==> config.mk <==
export PLATFORM = sky130hd
export DESIGN_NAME = branch_predict_unit_flat
export DESIGN_NICKNAME = d
export VERILOG_FILES = /design/src/rtl/bpu_pkg.sv /design/src/rtl/branch_predict_unit_if.sv /design/src/rtl/bht_counter_array.sv /design/src/rtl/branch_predict_unit.sv /design/src/flat_wrapper.sv
export SDC_FILE = /design/constraint.sdc
export NUM_CORES = 1
export LEC_CHECK = 0
export ABC_AREA = 1
export CORE_MARGIN = 8
export CORE_UTILIZATION = 30
export DETAILED_ROUTE_END_ITERATION = 6
export PLACE_DENSITY = 0.56
export SLEW_MARGIN = 25
export SYNTH_ARGS = -nofsm -noshare
export SYNTH_HDL_FRONTEND = slang
export SYNTH_SLANG_ARGS = --single-unit
==> constraint.sdc <==
create_clock -name clk -period 8.9 [get_ports clk]
set_clock_uncertainty 0.15 [all_clocks]
set_input_delay 1.335 -clock clk [delete_from_list [all_inputs] [get_ports clk]]
set_output_delay 1.335 -clock clk [all_outputs]
set_load 0.05 [all_outputs]
==> src/rtl/bpu_pkg.sv <==
// Shared definitions for the branch predict unit: branch funct3 codes,
// resolved-outcome encodings and the 2-bit saturating counter states.
package bpu_pkg;

   localparam logic [2:0] F3_BEQ  = 3'b000;
   localparam logic [2:0] F3_BNE  = 3'b001;
   localparam logic [2:0] F3_BLT  = 3'b100;
   localparam logic [2:0] F3_BGE  = 3'b101;
   localparam logic [2:0] F3_BLTU = 3'b110;
   localparam logic [2:0] F3_BGEU = 3'b111;

   typedef enum logic [1:0] {
      TT_NONE = 2'b00,
      TT_BR   = 2'b01,
      TT_JAL  = 2'b10,
      TT_JALR = 2'b11
   } taken_type_e;

   // Counter MSB is the predicted direction.
   typedef enum logic [1:0] {
      SNT = 2'b00,
      WNT = 2'b01,
      WT  = 2'b10,
      ST  = 2'b11
   } cnt_state_e;

   // Saturating step of one counter toward the resolved direction.
   function automatic cnt_state_e cnt_next(input cnt_state_e cur, input logic taken);
      cnt_state_e nxt;
      nxt = cur;
      case (cur)
         SNT:     nxt = taken ? WNT : SNT;
         WNT:     nxt = taken ? WT  : SNT;
         WT:      nxt = taken ? ST  : WNT;
         ST:      nxt = taken ? ST  : WT;
         default: nxt = cur;
      endcase
      return nxt;
   endfunction

   // funct3 010/011 carry no branch condition.
   function automatic logic br_legal(input logic [2:0] fun3);
      return !((fun3 == 3'b010) || (fun3 == 3'b011));
   endfunction

endpackage

==> src/rtl/branch_predict_unit_if.sv <==
// Pipeline-facing bundle of the branch predict unit: IF predict port,
// EX resolve port and the registered redirect/status outputs.
interface branch_predict_unit_if #(
   parameter int XLEN = 32
);
   logic [XLEN-1:0] if_pc;
   logic            pred_taken;
   logic            ex_valid;
   logic            ex_branch;
   logic            ex_jal;
   logic            ex_jalr;
   logic [2:0]      ex_fun3;
   logic [XLEN-1:0] ex_rs1;
   logic [XLEN-1:0] ex_rs2;
   logic [XLEN-1:0] ex_pc;
   logic [XLEN-1:0] ex_imm;
   logic            ex_pred_taken;
   logic [1:0]      taken_type;
   logic            redirect;
   logic [XLEN-1:0] redirect_pc;
   logic            illegal_br;
   logic [31:0]     stat_branches;
   logic [31:0]     stat_mispred;

   // Pipeline side: supplies PCs and EX operands, consumes predictions and redirects.
   modport master (
      output if_pc, ex_valid, ex_branch, ex_jal, ex_jalr, ex_fun3,
             ex_rs1, ex_rs2, ex_pc, ex_imm, ex_pred_taken,
      input  pred_taken, taken_type, redirect, redirect_pc, illegal_br,
             stat_branches, stat_mispred
   );

   // Branch unit side.
   modport slave (
      input  if_pc, ex_valid, ex_branch, ex_jal, ex_jalr, ex_fun3,
             ex_rs1, ex_rs2, ex_pc, ex_imm, ex_pred_taken,
      output pred_taken, taken_type, redirect, redirect_pc, illegal_br,
             stat_branches, stat_mispred
   );
endinterface

==> src/rtl/bht_counter_array.sv <==
// Branch history table: DEPTH x 2-bit saturating counters with one
// asynchronous read port (IF prediction) and one synchronous update port (EX).
module bht_counter_array
   import bpu_pkg::*;
#(
   parameter int         DEPTH     = 64,
   parameter logic [1:0] CNT_RESET = 2'b01,
   localparam int        IDX_W     = $clog2(DEPTH)
) (
   input  logic             clk,
   input  logic             rst,
   input  logic [IDX_W-1:0] rd_idx_i,
   output cnt_state_e       rd_cnt_o,
   input  logic             upd_en_i,
   input  logic [IDX_W-1:0] upd_idx_i,
   input  logic             upd_taken_i
);

   cnt_state_e table_q [DEPTH];

   // Read returns the stored value, so a same-cycle update to the same index is not visible yet.
   assign rd_cnt_o = table_q[rd_idx_i];

   // Reset every counter to CNT_RESET; otherwise step the addressed counter.
   always_ff @(posedge clk) begin
      if (rst) begin
         // NOTE: the whole table is reset in one cycle, so it is built from flops rather than a RAM macro.
         for (int i = 0; i < DEPTH; i++) begin
            table_q[i] <= cnt_state_e'(CNT_RESET);
         end
      end else if (upd_en_i) begin
         table_q[upd_idx_i] <= cnt_next(table_q[upd_idx_i], upd_taken_i);
      end
   end

endmodule

==> src/rtl/branch_predict_unit.sv <==
// Branch predict unit: predicts conditional branches in IF from a BHT,
// resolves RV32I branches and JAL/JALR in EX, and issues a registered
// one-cycle redirect on mispredict or jump.
// Optional feature: define BPU_STATS_EN to build the resolved-branch and
// mispredict counters; without it the stat outputs are tied to 0.
module branch_predict_unit
   import bpu_pkg::*;
#(
   parameter int         XLEN      = 32,
   parameter int         BHT_DEPTH = 64,
   parameter logic [1:0] CNT_RESET = 2'b01
) (
   input logic                 clk,
   input logic                 rst,
   branch_predict_unit_if.slave bus
);

   localparam int IDX_W = $clog2(BHT_DEPTH);

   taken_type_e     tt_d, tt_q;
   logic            redirect_d, redirect_q;
   logic [XLEN-1:0] redirect_pc_d, redirect_pc_q;
   logic            illegal_d, illegal_q;
   logic            accept;
   logic            br_taken;
   logic            upd_en;
   cnt_state_e      rd_cnt;
   logic            unused_if_pc_bits;

   // Only the word-index bits of the fetch PC address the table.
   assign unused_if_pc_bits = ^{bus.if_pc[XLEN-1:IDX_W+2], bus.if_pc[1:0]};

   // While a redirect is out, the instruction in EX is wrong-path and ignored.
   assign accept = bus.ex_valid && !redirect_q;

   bht_counter_array #(
      .DEPTH     (BHT_DEPTH),
      .CNT_RESET (CNT_RESET)
   ) u_bht (
      .clk         (clk),
      .rst         (rst),
      .rd_idx_i    (bus.if_pc[IDX_W+1:2]),
      .rd_cnt_o    (rd_cnt),
      .upd_en_i    (upd_en),
      .upd_idx_i   (bus.ex_pc[IDX_W+1:2]),
      .upd_taken_i (br_taken)
   );

   assign bus.pred_taken = rd_cnt[1];

   // Evaluate the branch condition selected by funct3.
   always_comb begin
      // NOTE: default assignment first so every path drives br_taken; a missing branch would infer a latch.
      br_taken = 1'b0;
      case (bus.ex_fun3)
         F3_BEQ:  br_taken = (bus.ex_rs1 == bus.ex_rs2);
         F3_BNE:  br_taken = (bus.ex_rs1 != bus.ex_rs2);
         F3_BLT:  br_taken = ($signed(bus.ex_rs1) <  $signed(bus.ex_rs2));
         F3_BGE:  br_taken = ($signed(bus.ex_rs1) >= $signed(bus.ex_rs2));
         F3_BLTU: br_taken = (bus.ex_rs1 <  bus.ex_rs2);
         F3_BGEU: br_taken = (bus.ex_rs1 >= bus.ex_rs2);
         default: br_taken = 1'b0;
      endcase
   end

   // Resolve the accepted instruction: jalr > jal > branch.
   always_comb begin
      tt_d          = TT_NONE;
      redirect_d    = 1'b0;
      redirect_pc_d = '0;
      illegal_d     = 1'b0;
      upd_en        = 1'b0;
      if (accept) begin
         if (bus.ex_jalr) begin
            tt_d          = TT_JALR;
            redirect_d    = 1'b1;
            redirect_pc_d = (bus.ex_rs1 + bus.ex_imm) & ~XLEN'(1);
         end else if (bus.ex_jal) begin
            tt_d          = TT_JAL;
            redirect_d    = 1'b1;
            redirect_pc_d = bus.ex_pc + bus.ex_imm;
         end else if (bus.ex_branch) begin
            if (!br_legal(bus.ex_fun3)) begin
               illegal_d = 1'b1;
            end else begin
               upd_en = 1'b1;
               tt_d   = br_taken ? TT_BR : TT_NONE;
               if (br_taken != bus.ex_pred_taken) begin
                  redirect_d    = 1'b1;
                  redirect_pc_d = br_taken ? (bus.ex_pc + bus.ex_imm) : (bus.ex_pc + XLEN'(4));
               end
            end
         end
      end
   end

   // Register the resolution so every output is a one-cycle pulse after accept.
   always_ff @(posedge clk) begin
      if (rst) begin
         tt_q          <= TT_NONE;
         redirect_q    <= 1'b0;
         redirect_pc_q <= '0;
         illegal_q     <= 1'b0;
      end else begin
         // NOTE: non-blocking assignments so all state updates from values sampled at the same edge.
         tt_q          <= tt_d;
         redirect_q    <= redirect_d;
         redirect_pc_q <= redirect_pc_d;
         illegal_q     <= illegal_d;
      end
   end

   assign bus.taken_type  = tt_q;
   assign bus.redirect    = redirect_q;
   assign bus.redirect_pc = redirect_pc_q;
   assign bus.illegal_br  = illegal_q;

`ifdef BPU_STATS_EN
   logic [31:0] stat_branches_q;
   logic [31:0] stat_mispred_q;

   // Count resolved legal branches and their mispredicts, saturating at all-ones.
   always_ff @(posedge clk) begin
      if (rst) begin
         stat_branches_q <= '0;
         stat_mispred_q  <= '0;
      end else begin
         if (upd_en && (stat_branches_q != 32'hFFFF_FFFF)) begin
            stat_branches_q <= stat_branches_q + 32'd1;
         end
         if (upd_en && redirect_d && (stat_mispred_q != 32'hFFFF_FFFF)) begin
            stat_mispred_q <= stat_mispred_q + 32'd1;
         end
      end
   end

   assign bus.stat_branches = stat_branches_q;
   assign bus.stat_mispred  = stat_mispred_q;
`else
   assign bus.stat_branches = '0;
   assign bus.stat_mispred  = '0;
`endif

endmodule
==> src/flat_wrapper.sv <==
// flat-port wrapper written by rule: the top's interface ports become plain ports
module branch_predict_unit_flat import bpu_pkg::*;
#(
   parameter int         XLEN      = 32,
   parameter int         BHT_DEPTH = 64,
   parameter logic [1:0] CNT_RESET = 2'b01
)
  (clk, rst, bus_if_pc, bus_ex_valid, bus_ex_branch, bus_ex_jal, bus_ex_jalr, bus_ex_fun3, bus_ex_rs1, bus_ex_rs2, bus_ex_pc, bus_ex_imm, bus_ex_pred_taken, bus_pred_taken, bus_taken_type, bus_redirect, bus_redirect_pc, bus_illegal_br, bus_stat_branches, bus_stat_mispred);
  branch_predict_unit_if #(.XLEN(XLEN)) bus_i ();
  input logic clk;
  input logic rst;
  input wire logic [$bits(bus_i.if_pc)-1:0] bus_if_pc;
  input wire logic [$bits(bus_i.ex_valid)-1:0] bus_ex_valid;
  input wire logic [$bits(bus_i.ex_branch)-1:0] bus_ex_branch;
  input wire logic [$bits(bus_i.ex_jal)-1:0] bus_ex_jal;
  input wire logic [$bits(bus_i.ex_jalr)-1:0] bus_ex_jalr;
  input wire logic [$bits(bus_i.ex_fun3)-1:0] bus_ex_fun3;
  input wire logic [$bits(bus_i.ex_rs1)-1:0] bus_ex_rs1;
  input wire logic [$bits(bus_i.ex_rs2)-1:0] bus_ex_rs2;
  input wire logic [$bits(bus_i.ex_pc)-1:0] bus_ex_pc;
  input wire logic [$bits(bus_i.ex_imm)-1:0] bus_ex_imm;
  input wire logic [$bits(bus_i.ex_pred_taken)-1:0] bus_ex_pred_taken;
  output wire logic [$bits(bus_i.pred_taken)-1:0] bus_pred_taken;
  output wire logic [$bits(bus_i.taken_type)-1:0] bus_taken_type;
  output wire logic [$bits(bus_i.redirect)-1:0] bus_redirect;
  output wire logic [$bits(bus_i.redirect_pc)-1:0] bus_redirect_pc;
  output wire logic [$bits(bus_i.illegal_br)-1:0] bus_illegal_br;
  output wire logic [$bits(bus_i.stat_branches)-1:0] bus_stat_branches;
  output wire logic [$bits(bus_i.stat_mispred)-1:0] bus_stat_mispred;
  assign bus_i.if_pc = bus_if_pc;
  assign bus_i.ex_valid = bus_ex_valid;
  assign bus_i.ex_branch = bus_ex_branch;
  assign bus_i.ex_jal = bus_ex_jal;
  assign bus_i.ex_jalr = bus_ex_jalr;
  assign bus_i.ex_fun3 = bus_ex_fun3;
  assign bus_i.ex_rs1 = bus_ex_rs1;
  assign bus_i.ex_rs2 = bus_ex_rs2;
  assign bus_i.ex_pc = bus_ex_pc;
  assign bus_i.ex_imm = bus_ex_imm;
  assign bus_i.ex_pred_taken = bus_ex_pred_taken;
  assign bus_pred_taken = bus_i.pred_taken;
  assign bus_taken_type = bus_i.taken_type;
  assign bus_redirect = bus_i.redirect;
  assign bus_redirect_pc = bus_i.redirect_pc;
  assign bus_illegal_br = bus_i.illegal_br;
  assign bus_stat_branches = bus_i.stat_branches;
  assign bus_stat_mispred = bus_i.stat_mispred;
  branch_predict_unit #(.XLEN(XLEN), .BHT_DEPTH(BHT_DEPTH), .CNT_RESET(CNT_RESET)) u_core (.clk(clk), .rst(rst), .bus(bus_i));
endmodule
# Yosys cells after proc, flatten, opt, wreduce, memory -nomap -nowiden
# Memory sizes are Yosys's and may differ from the RTL's.
# Index checks and enable logic that the tools add are counted.
# classes
n_eq_ne	13
n_addsub	3
mux	37
n_lt_le_gt_ge	4
n_bitwise	2
n_reduce_logical	9
# op_table
cell	n
two-way mux 32 bit	6
adder 32 bit	2
>= comparator 32 bit	2
< comparator 32 bit	2
adder 32 x 3 -> 32 bit (second input constant)	1
equality test 32 bit	1
!= test 32 bit	1
two-way mux 1 bit	19
two-way mux 2 bit	9
equality test 3 bit (second input constant)	4
one-hot mux 2 bit (4 select lines)	1
equality test 3 x 2 -> 1 bit (second input constant)	2
two-way mux 6 bit	1
one-hot mux 1 bit (6 select lines)	1
OR reduction 5 bit	1
equality test 2 bit (second input constant)	2
OR reduction 2 bit	2
equality test 3 x 1 -> 1 bit (second input constant)	1
zero test 3 bit	1
OR reduction 3 bit	1
equality test 2 x 1 -> 1 bit (second input constant)	1
zero test 2 bit	1
inverter 1 bit	2
logical AND 1 bit	1
3 further kinds	3
# word_totals
reg_bits	36
output_inout_bits	101
in_bits	170
memories	1
ram_bits	128
# memory_table
memory	depth	width	read_ports	rd_ports_with_merged_regs	wr	line	source
u_core.u_bht.table_q	64	2	2	0	64	bht_counter_array.sv:19	cnt_state_e table_q [DEPTH];

# Logic depth before layout (Yosys ltp)
# depth
word_depth	12
depth_mapped	26
ltp_nobuf	25

# Modules after synthesis
# A second synthesis with hierarchy kept.
# hier_totals
hier_cells	2375
area_unflattened_um2	15506.1
# modules_own_cells
mod	seq_area_each_um2	area_each_um2	cells_per_inst	n_inst
bht_counter_array	3843.7	8165.3	1156	1
branch_predict_unit	720.7	7340.8	1219	1

# Least setup slack after synthesis
# OpenSTA, ideal clock, no wires.
# synth_timing
kind	input-to-output
startpoint	input bus_if_pc[3]
endpoint	output bus_pred_taken
required_ns	7.415
arrival_time_ns	3.577
setup_slack_ns	3.838
stages	9
path_buffers	2
cell_sequence	clkbuf_1 inv_1 clkbuf_1 o21ai_0 o22ai_1 nor2_1 o31ai_1 nor2_1 o31ai_1
# synth_between
elab_chain_cells	1
# synth_rtl
element	line	source
from (decl)	flat_wrapper.sv:12	input wire logic [$bits(bus_i.if_pc)-1:0] bus_if_pc;
memory read (64 x 2 bit)	--	
to (decl)	flat_wrapper.sv:23	output wire logic [$bits(bus_i.pred_taken)-1:0] bus_pred_taken;
# No other way between the ends.

# Worst setup path in the final report
# layout_timing
startpoint	input bus_if_pc[2]
endpoint	output bus_pred_taken
# The elaborated chain is that of the path after synthesis.

==> summary.md <==
| Metric | Value |
|---|---|
| M1 wire length | `23,500 µm` |
| Crit. End Element | `output port` |
| Clk sinks | `164` |
| Worst min-delay path class | `reg -> reg` |
| Max Cap Viol | `0` |
| Fraction of layout cells with a size suffix above 1 | `3.33%` |
| Fin. max-slew vios | `0` |
| Largest net degree at the start of global routing | `65` |
| Leak pwr | `6.78 nW` |
| WHS | `700 ps` |
| GPL Wtd Cong | `0.927` |
| Post-DP HPWL | `42,500 µm` |
| Status | `completed` |
| Final period util | `72.9%` |
| Gr ovfl total | `0` |
| # setup viols final | `0` |
| CTS tree | `yes` |
| Post-synthesis sequential area ratio | `32.5%` |
| CTS buffer count | `17` |
| Distinct cells, synth | `51` |
| Maximum fanout along the worst path | `32` |
| DR WL met3 | `3220 µm` |
| Asr flop ratio synth | `0%` |
| H-tree Lvls | `4` |
| Startpoint types | `input pin` |
| Maximum clock rate | `0.154 GHz` |
| Worst-Skew Late Latency | `460 ps` |
| Final setup margin | `2410 ps` |
| Antenna cells | `0` |
| DR pass1 iterations | `6` |
| DRC viols | `0` |
| Clock transition at path regs | `70 ps` |
| Hold Fails Final Rpt | `0` |
| Setup TNS | `0 ps` |
| Vias per cell | `5.17` |
| Vias in the first global route | `13,600` |
| Mapped Area | `14,000 µm²` |
| Most frequent cells in the layout | `nand2_1, inv_1, nor2_1` |
| Port buffer count | `180` |
| Initial antenna violation count | `0` |
| Die Ht | `232 µm` |
| Mapped Cells | `1,968` |
| Filler Cell Count | `4,915` |
| Synth top area share | `27.4%` |
| P_int | `1.48 mW` |
| Post-route minimum period | `6490 ps` |
| Sw frac | `37.5%` |
| First-pass GRT wire length | `82,700 µm` |
| Post-synth EDFFs | `128` |
| Initial Util | `30.3%` |
| Synth-to-Final Area Change | `19.1%` |
| Top Family by Delay on Critical Path | `buffers and inverters` |
| Top layer in use | `met4` |
| Slew HR | `27.7%` |
| Die area | `54,000 µm²` |
| Worst-margin pin slew | `1080 ps` |
| RSZ-0062 raised after global routing | `false` |
| Row cnt | `79` |
| Critical path class | `in -> out` |
| NetSw | `0.890 mW` |
| Crit-path cells | `clkdlybuf4s50_1 -> clkinv_1 -> o21ai_0 -> a21oi_1 -> o311ai_0 -> o31ai_1 -> nor2_1 -> o31ai_1 -> clkdlybuf4s50_1` |
| Seq cells post-synth | `164` |
| # nets final | `2,384` |
| Iter 0 DRT Violations | `1,158` |
| GRT Total Usage | `20.0%` |
| Crit-path slowest cell | `clkinv_1` |
| Setup Fix Bufs, Post-CTS | `0` |
| Wire per inst | `20.2 µm` |
| Yosys warning count | `0` |
| Area leader, netlist | `edfxtp_1` |
| Clk pwr share | `31.4%` |
| Synth top area cells | `edfxtp_1, nand2_1, ha_1` |
| Root Buffer | `clkbuf_16` |
| Final Total Pwr | `2.38 mW` |
| Cts repair resizes | `0` |
| Sequential power share | `36.1%` |
| Post-CTS Hold Buffers | `0` |
| Arr. time, crit path | `5000 ps` |
| Most common cell after layout, fill and taps aside | `nand2_1` |
| Cell count after placement | `2,706` |
| Final std cells w/o fill | `2,738` |
| CTS max path bufs | `2` |
| Pre-CTS WS | `2580 ps` |
| Final WL | `55,300 µm` |
| Via Count | `14,200` |
| Final ANT Viol Nets | `0` |
| Power per cell area | `142 nW/µm²` |
| Avg Cell Area, Syn | `7.14 µm²` |
| Core area | `46,400 µm²` |
| Peak VDD IR | `127 µV` |
| Crit path buffers/inverters | `3` |
| IO Count | `271` |
| Met2 wire length | `26,900 µm` |
| Comb power frac | `32.5%` |
| Die X | `232 µm` |
| Main synth FF type | `edfxtp_1` |
| Crit-path max cell delay | `760 ps` |
| Critical Path RT | `7410 ps` |
## path summary, 6_finish.rpt
| path | start | end | slack (ps) | cells past startpoint |
|---|---|---|---|---|
| worst max-delay path | bus_if_pc[2] | bus_pred_taken | 2410 | 9 |
| worst max register to register | u_core.u_bht.table_q[1][1] | u_core.u_bht.table_q[0][0] | 5650 | 12 |
| worst min register to register | u_core.bus.redirect | u_core.bus.redirect_pc[2] | 700 | 6 |
| worst min-delay path | u_core.bus.redirect | u_core.bus.redirect_pc[2] | 700 | 6 |
## flip-flops by register name, indices dropped and copies added (netlist names)
register,cells
u_core.bus.taken_type,2
u_core.bus.redirect_pc,32
u_core.bus.illegal_br,1
u_core.u_bht.table_q,128
u_core.bus.redirect,1
## synthesized netlist by cell type (3+ instances only)
cell type	number
nand2_1	452
inv_1	256
nor2_1	215
a21oi_1	193
edfxtp_1	128
o21ai_0	116
ha_1	94
buf_4	69
nand3_1	58
nand4_1	42
xor2_1	42
dfxtp_1	36
clkbuf_1	29
xnor2_1	27
buf_2	22
nor3_1	21
a221oi_1	18
a22oi_1	17
a31oi_1	13
o21a_1	13
inv_2	10
a21o_1	7
o211ai_1	7
buf_6	6
nor4_1	6
o21bai_1	6
o31ai_1	6
a21boi_0	5
nand3b_1	5
o221ai_1	5
o311ai_0	5
a22o_1	4
o2bb2ai_1	4
a211oi_1	3
clkinv_1	3
o22ai_1	3
## metal layers
layer | up-vias | GRT usage (%)
li1 | 6795 | -
met1 | 6693 | 24.9
met2 | 575 | 34.5
met3 | 97 | 2.86
met4 | 0 | 7.65
met5 | - | 0
## power by group through the flow
stage               registers, mW  clock network [mW]  logic, mW
floorplan                   0.903                   0      0.494
global placement            0.873                   0      0.759
detailed placement          0.874                   0      0.762
CTS                         0.857               0.758      0.766
global route                0.858               0.789      0.838
finish                      0.857               0.746      0.773
## cell families (layout without fill, tap and decap cells)
kind of cell	after synthesis	count (layout)	share of synthesized area (%)
xor gates and xnor gates	69	69	4.30
adders and majority gates	96	96	8.66
and+or+nand+nor	811	811	23.8
DFF	164	164	32.5
other	1	64	0.0267
AOI/OAI and AO/OA	431	431	17.8
buffers and inverters	396	496	12.9
## cell type report
| type | instances | area, µm² | share of cell area, % |
|---|---|---|---|
| multi-input cells | 1471 | 7920 | 47.3 |
| flip-flops and latches | 164 | 4560 | 27.3 |
| repair buffers | 195 | 1910 | 11.4 |
| inverters | 269 | 1010 | 6.03 |
| well taps | 607 | 759 | 4.54 |
| clock buffers | 19 | 433 | 2.59 |
| clock inverters | 13 | 140 | 0.837 |
## worst register-to-register path, cell delays in order (launching register included)
cell      delay [ps]
edfxtp_1         370
inv_1            100
o21ai_0          100
a221oi_1         310
nand4_1          210
nand2_1          100
nand2_1           70
nor2_1           150
nand2_1          100
o21ai_0           90
o21a_2           820
buf_4            350
nand2_1           80
## per-stage QoR
step	util, %	area [µm²]
3_3_place_gp	34.9	16200
2_1_floorplan	-	14300
5_1_grt	36.1	16700
4_1_cts	36.1	16700
6_report	36.1	16700
3_5_place_dp	34.9	16200
(Power assumes the default switching activity.)
